--- src/rtl/accumulator_scheduler_pkg.sv ---
// Shared definitions for the accumulator scheduler: sweep FSM state
// encodings, default sizes and the slot-index width helper.
package accumulator_scheduler_pkg;

    localparam int ACC_WIDTH_DEFAULT = 16;
    localparam int NUM_SLOTS_DEFAULT = 8;

    typedef enum logic [1:0] {
        ACCSCHED_IDLE  = 2'd0,
        ACCSCHED_SWEEP = 2'd1,
        ACCSCHED_DRAIN = 2'd2
    } sched_state_t;

    // max(1, clog2(n)) so a slot index is never zero bits wide
    function automatic int slot_width(input int n);
        return (n <= 2) ? 1 : $clog2(n);
    endfunction

endpackage

--- src/rtl/accumulator_state_bank.sv ---
// Per-slot accumulator state storage.
// Ports:
//   clk, reset    clock, asynchronous active-high reset (clears every entry)
//   i_rd_slot     read address; o_rd_data follows it combinationally
//   i_wr_en       write strobe for the single synchronous write port
//   i_wr_slot     write address
//   i_wr_data     write data
module accumulator_state_bank #(
    parameter int NUM_SLOTS  = 8,
    parameter int ACC_WIDTH  = 16,
    parameter int SLOT_WIDTH = 3
) (
    input  logic                        clk,
    input  logic                        reset,
    input  logic        [SLOT_WIDTH-1:0] i_rd_slot,
    output logic signed [ACC_WIDTH-1:0]  o_rd_data,
    input  logic                        i_wr_en,
    input  logic        [SLOT_WIDTH-1:0] i_wr_slot,
    input  logic signed [ACC_WIDTH-1:0]  i_wr_data
);

    logic signed [ACC_WIDTH-1:0] r_mem [NUM_SLOTS];

    assign o_rd_data = r_mem[i_rd_slot];

    always_ff @(posedge clk or posedge reset) begin
        if (reset) begin
            for (int i = 0; i < NUM_SLOTS; i++) begin
                r_mem[i] <= '0;
            end
        end else if (i_wr_en) begin
            r_mem[i_wr_slot] <= i_wr_data;
        end
    end

endmodule

--- src/rtl/accumulator_scheduler.sv ---
// Time-multiplexes one external accumulator datapath across NUM_SLOTS
// correlator slots. Each accepted sample launches a sweep that issues every
// slot in turn, feeds the stored sum back to the datapath one cycle later
// (matching its input register), writes the result back, and emits a dump
// record whenever a slot is cleared at a code-period boundary.
// Ports:
//   clk, reset      clock, asynchronous active-high reset
//   sample_valid    start a sweep (dropped and flagged if a sweep is running)
//   slot_enable     per-slot enable; a disabled slot is zeroed
//   dump_req        per-slot dump request pulses, latched until serviced
//   busy            sweep in progress (issue cycles plus one drain cycle)
//   slot_idx        slot currently issued to the front-end muxes
//   acc_in/acc_clear  stored sum and clear to the datapath (apply cycle only)
//   acc_out         updated sum from the datapath
//   dump_valid/dump_slot/dump_value  completed-sum record
//   overrun         sticky dropped-sample flag; overrun_clear clears it
module accumulator_scheduler
    import accumulator_scheduler_pkg::*;
#(
    parameter  int NUM_SLOTS  = NUM_SLOTS_DEFAULT,
    parameter  int ACC_WIDTH  = ACC_WIDTH_DEFAULT,
    localparam int SLOT_WIDTH = slot_width(NUM_SLOTS)
) (
    input  logic                         clk,
    input  logic                         reset,
    input  logic                         sample_valid,
    input  logic        [NUM_SLOTS-1:0]  slot_enable,
    input  logic        [NUM_SLOTS-1:0]  dump_req,
    output logic                         busy,
    output logic        [SLOT_WIDTH-1:0] slot_idx,
    output logic signed [ACC_WIDTH-1:0]  acc_in,
    output logic                         acc_clear,
    input  logic signed [ACC_WIDTH-1:0]  acc_out,
    output logic                         dump_valid,
    output logic        [SLOT_WIDTH-1:0] dump_slot,
    output logic signed [ACC_WIDTH-1:0]  dump_value,
    output logic                         overrun,
    input  logic                         overrun_clear
);

    localparam logic [SLOT_WIDTH-1:0] LAST_SLOT = SLOT_WIDTH'(NUM_SLOTS - 1);

    sched_state_t r_state, w_state_nxt;

    logic        [SLOT_WIDTH-1:0] r_slot_p0;
    logic                         r_busy;
    logic                         w_issue;
    logic                         w_last;
    logic signed [ACC_WIDTH-1:0]  w_rd_data;
    logic                         w_pend_issue;

    logic                         r_vld_p1;
    logic        [SLOT_WIDTH-1:0] r_slot_p1;
    logic                         r_en_p1;
    logic                         r_clr_p1;
    logic signed [ACC_WIDTH-1:0]  r_acc_in_p1;
    logic signed [ACC_WIDTH-1:0]  w_wr_data;

    logic                         r_vld_p2;
    logic        [SLOT_WIDTH-1:0] r_slot_p2;
    logic signed [ACC_WIDTH-1:0]  r_value_p2;

    logic        [NUM_SLOTS-1:0]  r_pending, w_pending_nxt;
    logic                         r_overrun;

    // A disabled slot is forced to zero instead of taking the datapath result
    function automatic logic signed [ACC_WIDTH-1:0] writeback(
        input logic en, input logic signed [ACC_WIDTH-1:0] v);
        return en ? v : '0;
    endfunction

    assign w_issue      = (r_state == ACCSCHED_SWEEP);
    assign w_last       = (r_slot_p0 == LAST_SLOT);
    // A request arriving during the issue cycle is serviced by this apply
    assign w_pend_issue = r_pending[r_slot_p0] | dump_req[r_slot_p0];
    assign w_wr_data    = writeback(r_en_p1, acc_out);

    always_comb begin
        w_state_nxt = r_state;
        case (r_state)
            ACCSCHED_IDLE:  if (sample_valid) w_state_nxt = ACCSCHED_SWEEP;
            ACCSCHED_SWEEP: if (w_last)       w_state_nxt = ACCSCHED_DRAIN;
            ACCSCHED_DRAIN:                   w_state_nxt = ACCSCHED_IDLE;
            default:                          w_state_nxt = ACCSCHED_IDLE;
        endcase
    end

    always_ff @(posedge clk or posedge reset) begin
        if (reset) begin
            r_state <= ACCSCHED_IDLE;
            r_busy  <= 1'b0;
        end else begin
            r_state <= w_state_nxt;
            r_busy  <= (w_state_nxt != ACCSCHED_IDLE);
        end
    end

    // Issue stage (p0): slot counter drives the front-end muxes
    always_ff @(posedge clk or posedge reset) begin
        if (reset) begin
            r_slot_p0 <= '0;
        end else if (w_issue) begin
            r_slot_p0 <= w_last ? '0 : r_slot_p0 + 1'b1;
        end
    end

    accumulator_state_bank #(
        .NUM_SLOTS (NUM_SLOTS),
        .ACC_WIDTH (ACC_WIDTH),
        .SLOT_WIDTH(SLOT_WIDTH)
    ) u_bank (
        .clk      (clk),
        .reset    (reset),
        .i_rd_slot(r_slot_p0),
        .o_rd_data(w_rd_data),
        .i_wr_en  (r_vld_p1),
        .i_wr_slot(r_slot_p1),
        .i_wr_data(w_wr_data)
    );

    // Apply stage (p1): stored sum and clear presented while the datapath
    // combines them with the term it registered during the issue cycle
    always_ff @(posedge clk or posedge reset) begin
        if (reset) begin
            r_vld_p1    <= 1'b0;
            r_slot_p1   <= '0;
            r_en_p1     <= 1'b0;
            r_clr_p1    <= 1'b0;
            r_acc_in_p1 <= '0;
        end else begin
            r_vld_p1    <= w_issue;
            r_slot_p1   <= r_slot_p0;
            r_en_p1     <= w_issue & slot_enable[r_slot_p0];
            r_clr_p1    <= w_issue & slot_enable[r_slot_p0] & w_pend_issue;
            r_acc_in_p1 <= w_issue ? w_rd_data : '0;
        end
    end

    // Pending bits drop when the slot is cleared or disabled; a new request
    // in that same cycle keeps the bit set for the next sample
    always_comb begin
        w_pending_nxt = r_pending;
        for (int i = 0; i < NUM_SLOTS; i++) begin
            if (r_vld_p1 && (r_slot_p1 == SLOT_WIDTH'(i)) && (r_clr_p1 || !r_en_p1)) begin
                w_pending_nxt[i] = 1'b0;
            end
            if (dump_req[i]) begin
                w_pending_nxt[i] = 1'b1;
            end
        end
    end

    always_ff @(posedge clk or posedge reset) begin
        if (reset) begin
            r_pending <= '0;
            r_overrun <= 1'b0;
        end else begin
            r_pending <= w_pending_nxt;
            r_overrun <= (sample_valid && (r_state != ACCSCHED_IDLE)) ||
                         (r_overrun && !overrun_clear);
        end
    end

    // Dump stage (p2): pre-clear sum of a slot that was just cleared
    always_ff @(posedge clk or posedge reset) begin
        if (reset) begin
            r_vld_p2   <= 1'b0;
            r_slot_p2  <= '0;
            r_value_p2 <= '0;
        end else begin
            r_vld_p2 <= r_vld_p1 & r_clr_p1;
            if (r_vld_p1 && r_clr_p1) begin
                r_slot_p2  <= r_slot_p1;
                r_value_p2 <= r_acc_in_p1;
            end
        end
    end

    assign busy       = r_busy;
    assign slot_idx   = r_slot_p0;
    assign acc_in     = r_acc_in_p1;
    assign acc_clear  = r_clr_p1;
    assign dump_valid = r_vld_p2;
    assign dump_slot  = r_slot_p2;
    assign dump_value = r_value_p2;
    assign overrun    = r_overrun;

endmodule

--- config.mk ---
export PLATFORM = sky130hd
export DESIGN_NAME = accumulator_scheduler
export DESIGN_NICKNAME = d
export VERILOG_FILES = /design/src/rtl/accumulator_scheduler_pkg.sv /design/src/rtl/accumulator_state_bank.sv /design/src/rtl/accumulator_scheduler.sv
export SDC_FILE = /design/constraint.sdc
export NUM_CORES = 1
export LEC_CHECK = 0
export CAP_MARGIN = 20
export CELL_PAD_IN_SITES_DETAIL_PLACEMENT = 1
export CELL_PAD_IN_SITES_GLOBAL_PLACEMENT = 1
export CORE_MARGIN = 5
export CORE_UTILIZATION = 45
export DETAILED_ROUTE_END_ITERATION = 10
export HOLD_SLACK_MARGIN = 0.06
export PLACE_DENSITY = 0.87
export SYNTH_ARGS = -nofsm -noshare
export SYNTH_HDL_FRONTEND = slang
export SYNTH_SLANG_ARGS = --single-unit
--- constraint.sdc ---
create_clock -name clk -period 8.8 [get_ports clk]
set_clock_uncertainty 0.2 [all_clocks]
set_input_delay 1.76 -clock clk [delete_from_list [all_inputs] [get_ports clk]]
set_output_delay 1.76 -clock clk [all_outputs]
set_load 0.01 [all_outputs]
==> summary.md <==
| Metric | Value |
|---|---|
| Cts bufs inserted | `17` |
| Vias in the first global route | `6202` |
| Initial antenna violation count | `0` |
| Setup Total Neg Slack | `0 ns` |
| Fmax | `249 MHz` |
| Layout area overhead | `20.9%` |
| WL final | `21300 microns` |
| Area of the core | `16600 sq um` |
| PwrDens | `381 nW/um^2` |
| Wire length per cell | `22.2 microns` |
| Critical path, cell by cell | `buf_4 > clkdlybuf4s50_1` |
| Min Tclk post-route | `4.02 ns` |
| Fillers | `1704` |
| Hold Vio Cnt, Final | `0` |
| CTS root buf | `clkbuf_16` |
| First-pass GRT wire length | `34600 microns` |
| HP Class | `reg -> reg` |
| GPL Wtd Cong | `0.767` |
| Async set-reset flop share out of synthesis | `1.00` |
| GRT Overall Usage | `0.225` |
| Final WS setup | `4.78 ns` |
| WHS | `0.287 ns` |
| Crit path from | `slot_idx[0]` |
| Crit path kind | `reg -> out` |
| Period utilization | `0.457` |
| Setup WS pre-CTS | `4.58 ns` |
| Post-synth top flop | `dfrtp_1` |
| Synth Instances | `658` |
| I/O pin cnt | `78` |
| Status | `completed` |
| Fin. max-slew vios | `0` |
| Slew margin rel. | `0.373` |
| DR pass1 iterations | `4` |
| Critical path capture point type | `primary output` |
| Hold_sp | `u_bank.r_mem[39]` |
| Initial core utilization | `0.460` |
| Delay of the slowest cell on the worst path | `0.67 ns` |
| Num rows | `47` |
| Clock Tree Buf Depth | `2` |
| TritonCTS clock tree | `yes` |
| Die Span X | `140 microns` |
| CP max stage cell | `clkdlybuf4s50_1` |
| Synthesized area | `7650 sq um` |
| Netlist cell types | `30` |
| Yosys top cell by area | `dfrtp_1` |
| Hold_buf cts | `0` |
| Max rail drop VDD | `176 uV` |
| Synthesized flop and latch total | `185` |
| Unrepaired setup endpoints after global routing | `no` |
| Max Cap Viol | `0` |
| Post-Syn Nets | `696` |
| Largest net degree at the start of global routing | `105` |
| Post-synthesis sequential area ratio | `0.605` |
| Synth top area share | `0.605` |
| Final setup viols | `0` |
| Post-route ant nets | `0` |
| Leakage | `4.10 nW` |
| HPWL Detailed | `12900 microns` |
| Post-CTS sizing | `0` |
| Worst EP arrival | `2.06 ns` |
| Worst-path clk slew | `0.07 ns` |
| # nets final | `763` |
| CTS Sinks | `185` |
| Worst Setup Start Kind | `register` |
| Die height | `140 microns` |
| Grt ovf | `0` |
| Full die area | `19700 sq um` |
| FF-to-FF Start | `slot_idx[1]` |
| Worst-path maximum fanout | `44` |
| Share of cells above drive strength 1 | `0.137` |
| Syn_area_per_cell | `11.6 sq um` |
| Worst-Skew Late Latency | `0.43 ns` |
| Area contributors post-synth | `dfrtp_1 (60%), mux4_2 (9.7%), o21ai_0 (9.2%), nand2_1 (7.6%), mux2_2 (2.8%)` |
| Number of H-tree levels | `4` |
| Port-buffer cells | `77` |
| WP data required | `6.84 ns` |
| Number of diodes | `0` |
| DR vias | `5460` |
| DRC | `0` |
| Starting DRT DRC Count | `354` |
| Worst Tran Pin Value | `0.940 ns` |
| # Post-CTS Setup Buffers | `0` |
| Number of synthesized flops with an enable pin | `0` |
| YS warnings | `0` |
| Pwr Total | `3.53 mW` |
| Vias per inst | `5.70` |
-- cell type report --
cell class / count / area [sq um] / area share
sequential: 185 / 4630 / 0.500
multi-input combinational: 425 / 2770 / 0.300
inverter: 5 / 23.8 / 0.00257
tap: 220 / 275 / 0.0297
timing repair buffer: 91 / 923 / 0.0998
clock inverter: 15 / 203 / 0.0219
clock buffer: 17 / 425 / 0.0460
-- where the power goes --
part           switching (mW)  total, mW  internal, mW
sequential              0.227       1.41          1.18
clock                   0.355      0.814         0.459
combinational           0.737       1.31         0.569
total                    1.32       3.53          2.21
-- synthesized netlist by cell type, types with 2 or more instances --
| library cell | instances |
|---|---|
| dfrtp_1 | 185 |
| nand2_1 | 155 |
| o21ai_0 | 140 |
| mux4_2 | 33 |
| nor2_1 | 26 |
| clkbuf_1 | 21 |
| mux2_2 | 19 |
| mux2i_1 | 18 |
| buf_2 | 14 |
| nand2b_1 | 9 |
| inv_1 | 5 |
| buf_4 | 4 |
| nand3_1 | 4 |
| nor2b_1 | 4 |
| buf_6 | 3 |
| nor3_1 | 3 |
| ha_1 | 2 |
-- metal layers --
metal	GRT usage	part of all wire	vias up
met3	0.0368	0.035	43
li1	-	-	2402
met5	0	0	-
met2	0.421	0.55	129
met4	0.0790	0.024	0
met1	0.259	0.39	2886
-- worst paths after layout --
path                            depth (start not counted)                end  slack, ns
worst max register to register                          4          acc_in[1]       6.48
worst min-delay path                                    2   u_bank.r_mem[39]       0.29
min in group asynchronous                               2  u_bank.r_mem[111]       1.72
worst min register to register                          2   u_bank.r_mem[39]       0.29
worst max-delay path                                    2        slot_idx[0]       4.78
max in group asynchronous                               4   u_bank.r_mem[19]       5.51
-- layout by cell type, fill, tap and decap left out, types with 2 or more instances in the layout --
cell type / Yosys / layout
buf_16: 0 / 2
buf_4: 4 / 11
bufinv_16: 0 / 3
clkbuf_16: 0 / 17
clkdlybuf4s50_1: 0 / 77
clkinv_4: 0 / 2
clkinvlp_4: 0 / 2
dfrtp_1: 185 / 183
dfrtp_2: 0 / 2
ha_1: 2 / 2
inv_1: 5 / 4
inv_6: 0 / 5
inv_8: 0 / 4
mux2_2: 19 / 19
mux2i_1: 18 / 18
mux4_2: 33 / 33
nand2_1: 155 / 155
nand2b_1: 9 / 9
nand3_1: 4 / 4
nor2_1: 26 / 26
nor2b_1: 4 / 4
nor3_1: 3 / 3
o21ai_0: 140 / 140
-- critical path: cells and delay by family, from the launching register on --
kind / cells / cell delay [ns]
buffers and inverters: 2 / 1.25
DFF: 1 / 0.35
-- registers in the layout, indices dropped and copies added, names as in the netlist --
| register | count |
|---|---|
| r_en_p1 | 1 |
| busy | 1 |
| r_pending | 8 |
| r_vld_p1 | 1 |
| acc_clear | 1 |
| overrun | 1 |
| dump_value | 16 |
| u_bank.r_mem | 128 |
| slot_idx | 3 |
| r_state | 2 |
| acc_in | 16 |
| dump_valid | 1 |
| dump_slot | 3 |
| r_slot_p1 | 3 |
-- cell families (layout without fill, tap and decap cells) --
group | count (synthesis) | after routing | synth area share
adder cells (fa/ha/maj) | 2 | 2 | 0.00327
AO/OA/AOI/OAI | 148 | 148 | 0.100
multiplexers | 71 | 71 | 0.152
buffers and inverters | 48 | 128 | 0.0329
AND/OR/NAND/NOR | 204 | 204 | 0.107
flip-flops | 185 | 185 | 0.605
-- per-stage QoR --
stage                util  cell area, sq um  cells
finish              0.556              9260    958
global route        0.556              9260    958
CTS                 0.552              9190    955
detailed placement  0.514              8560    923
global placement    0.514              8560    923
floorplan               -              7650    658
(Power assumes the default switching activity.)
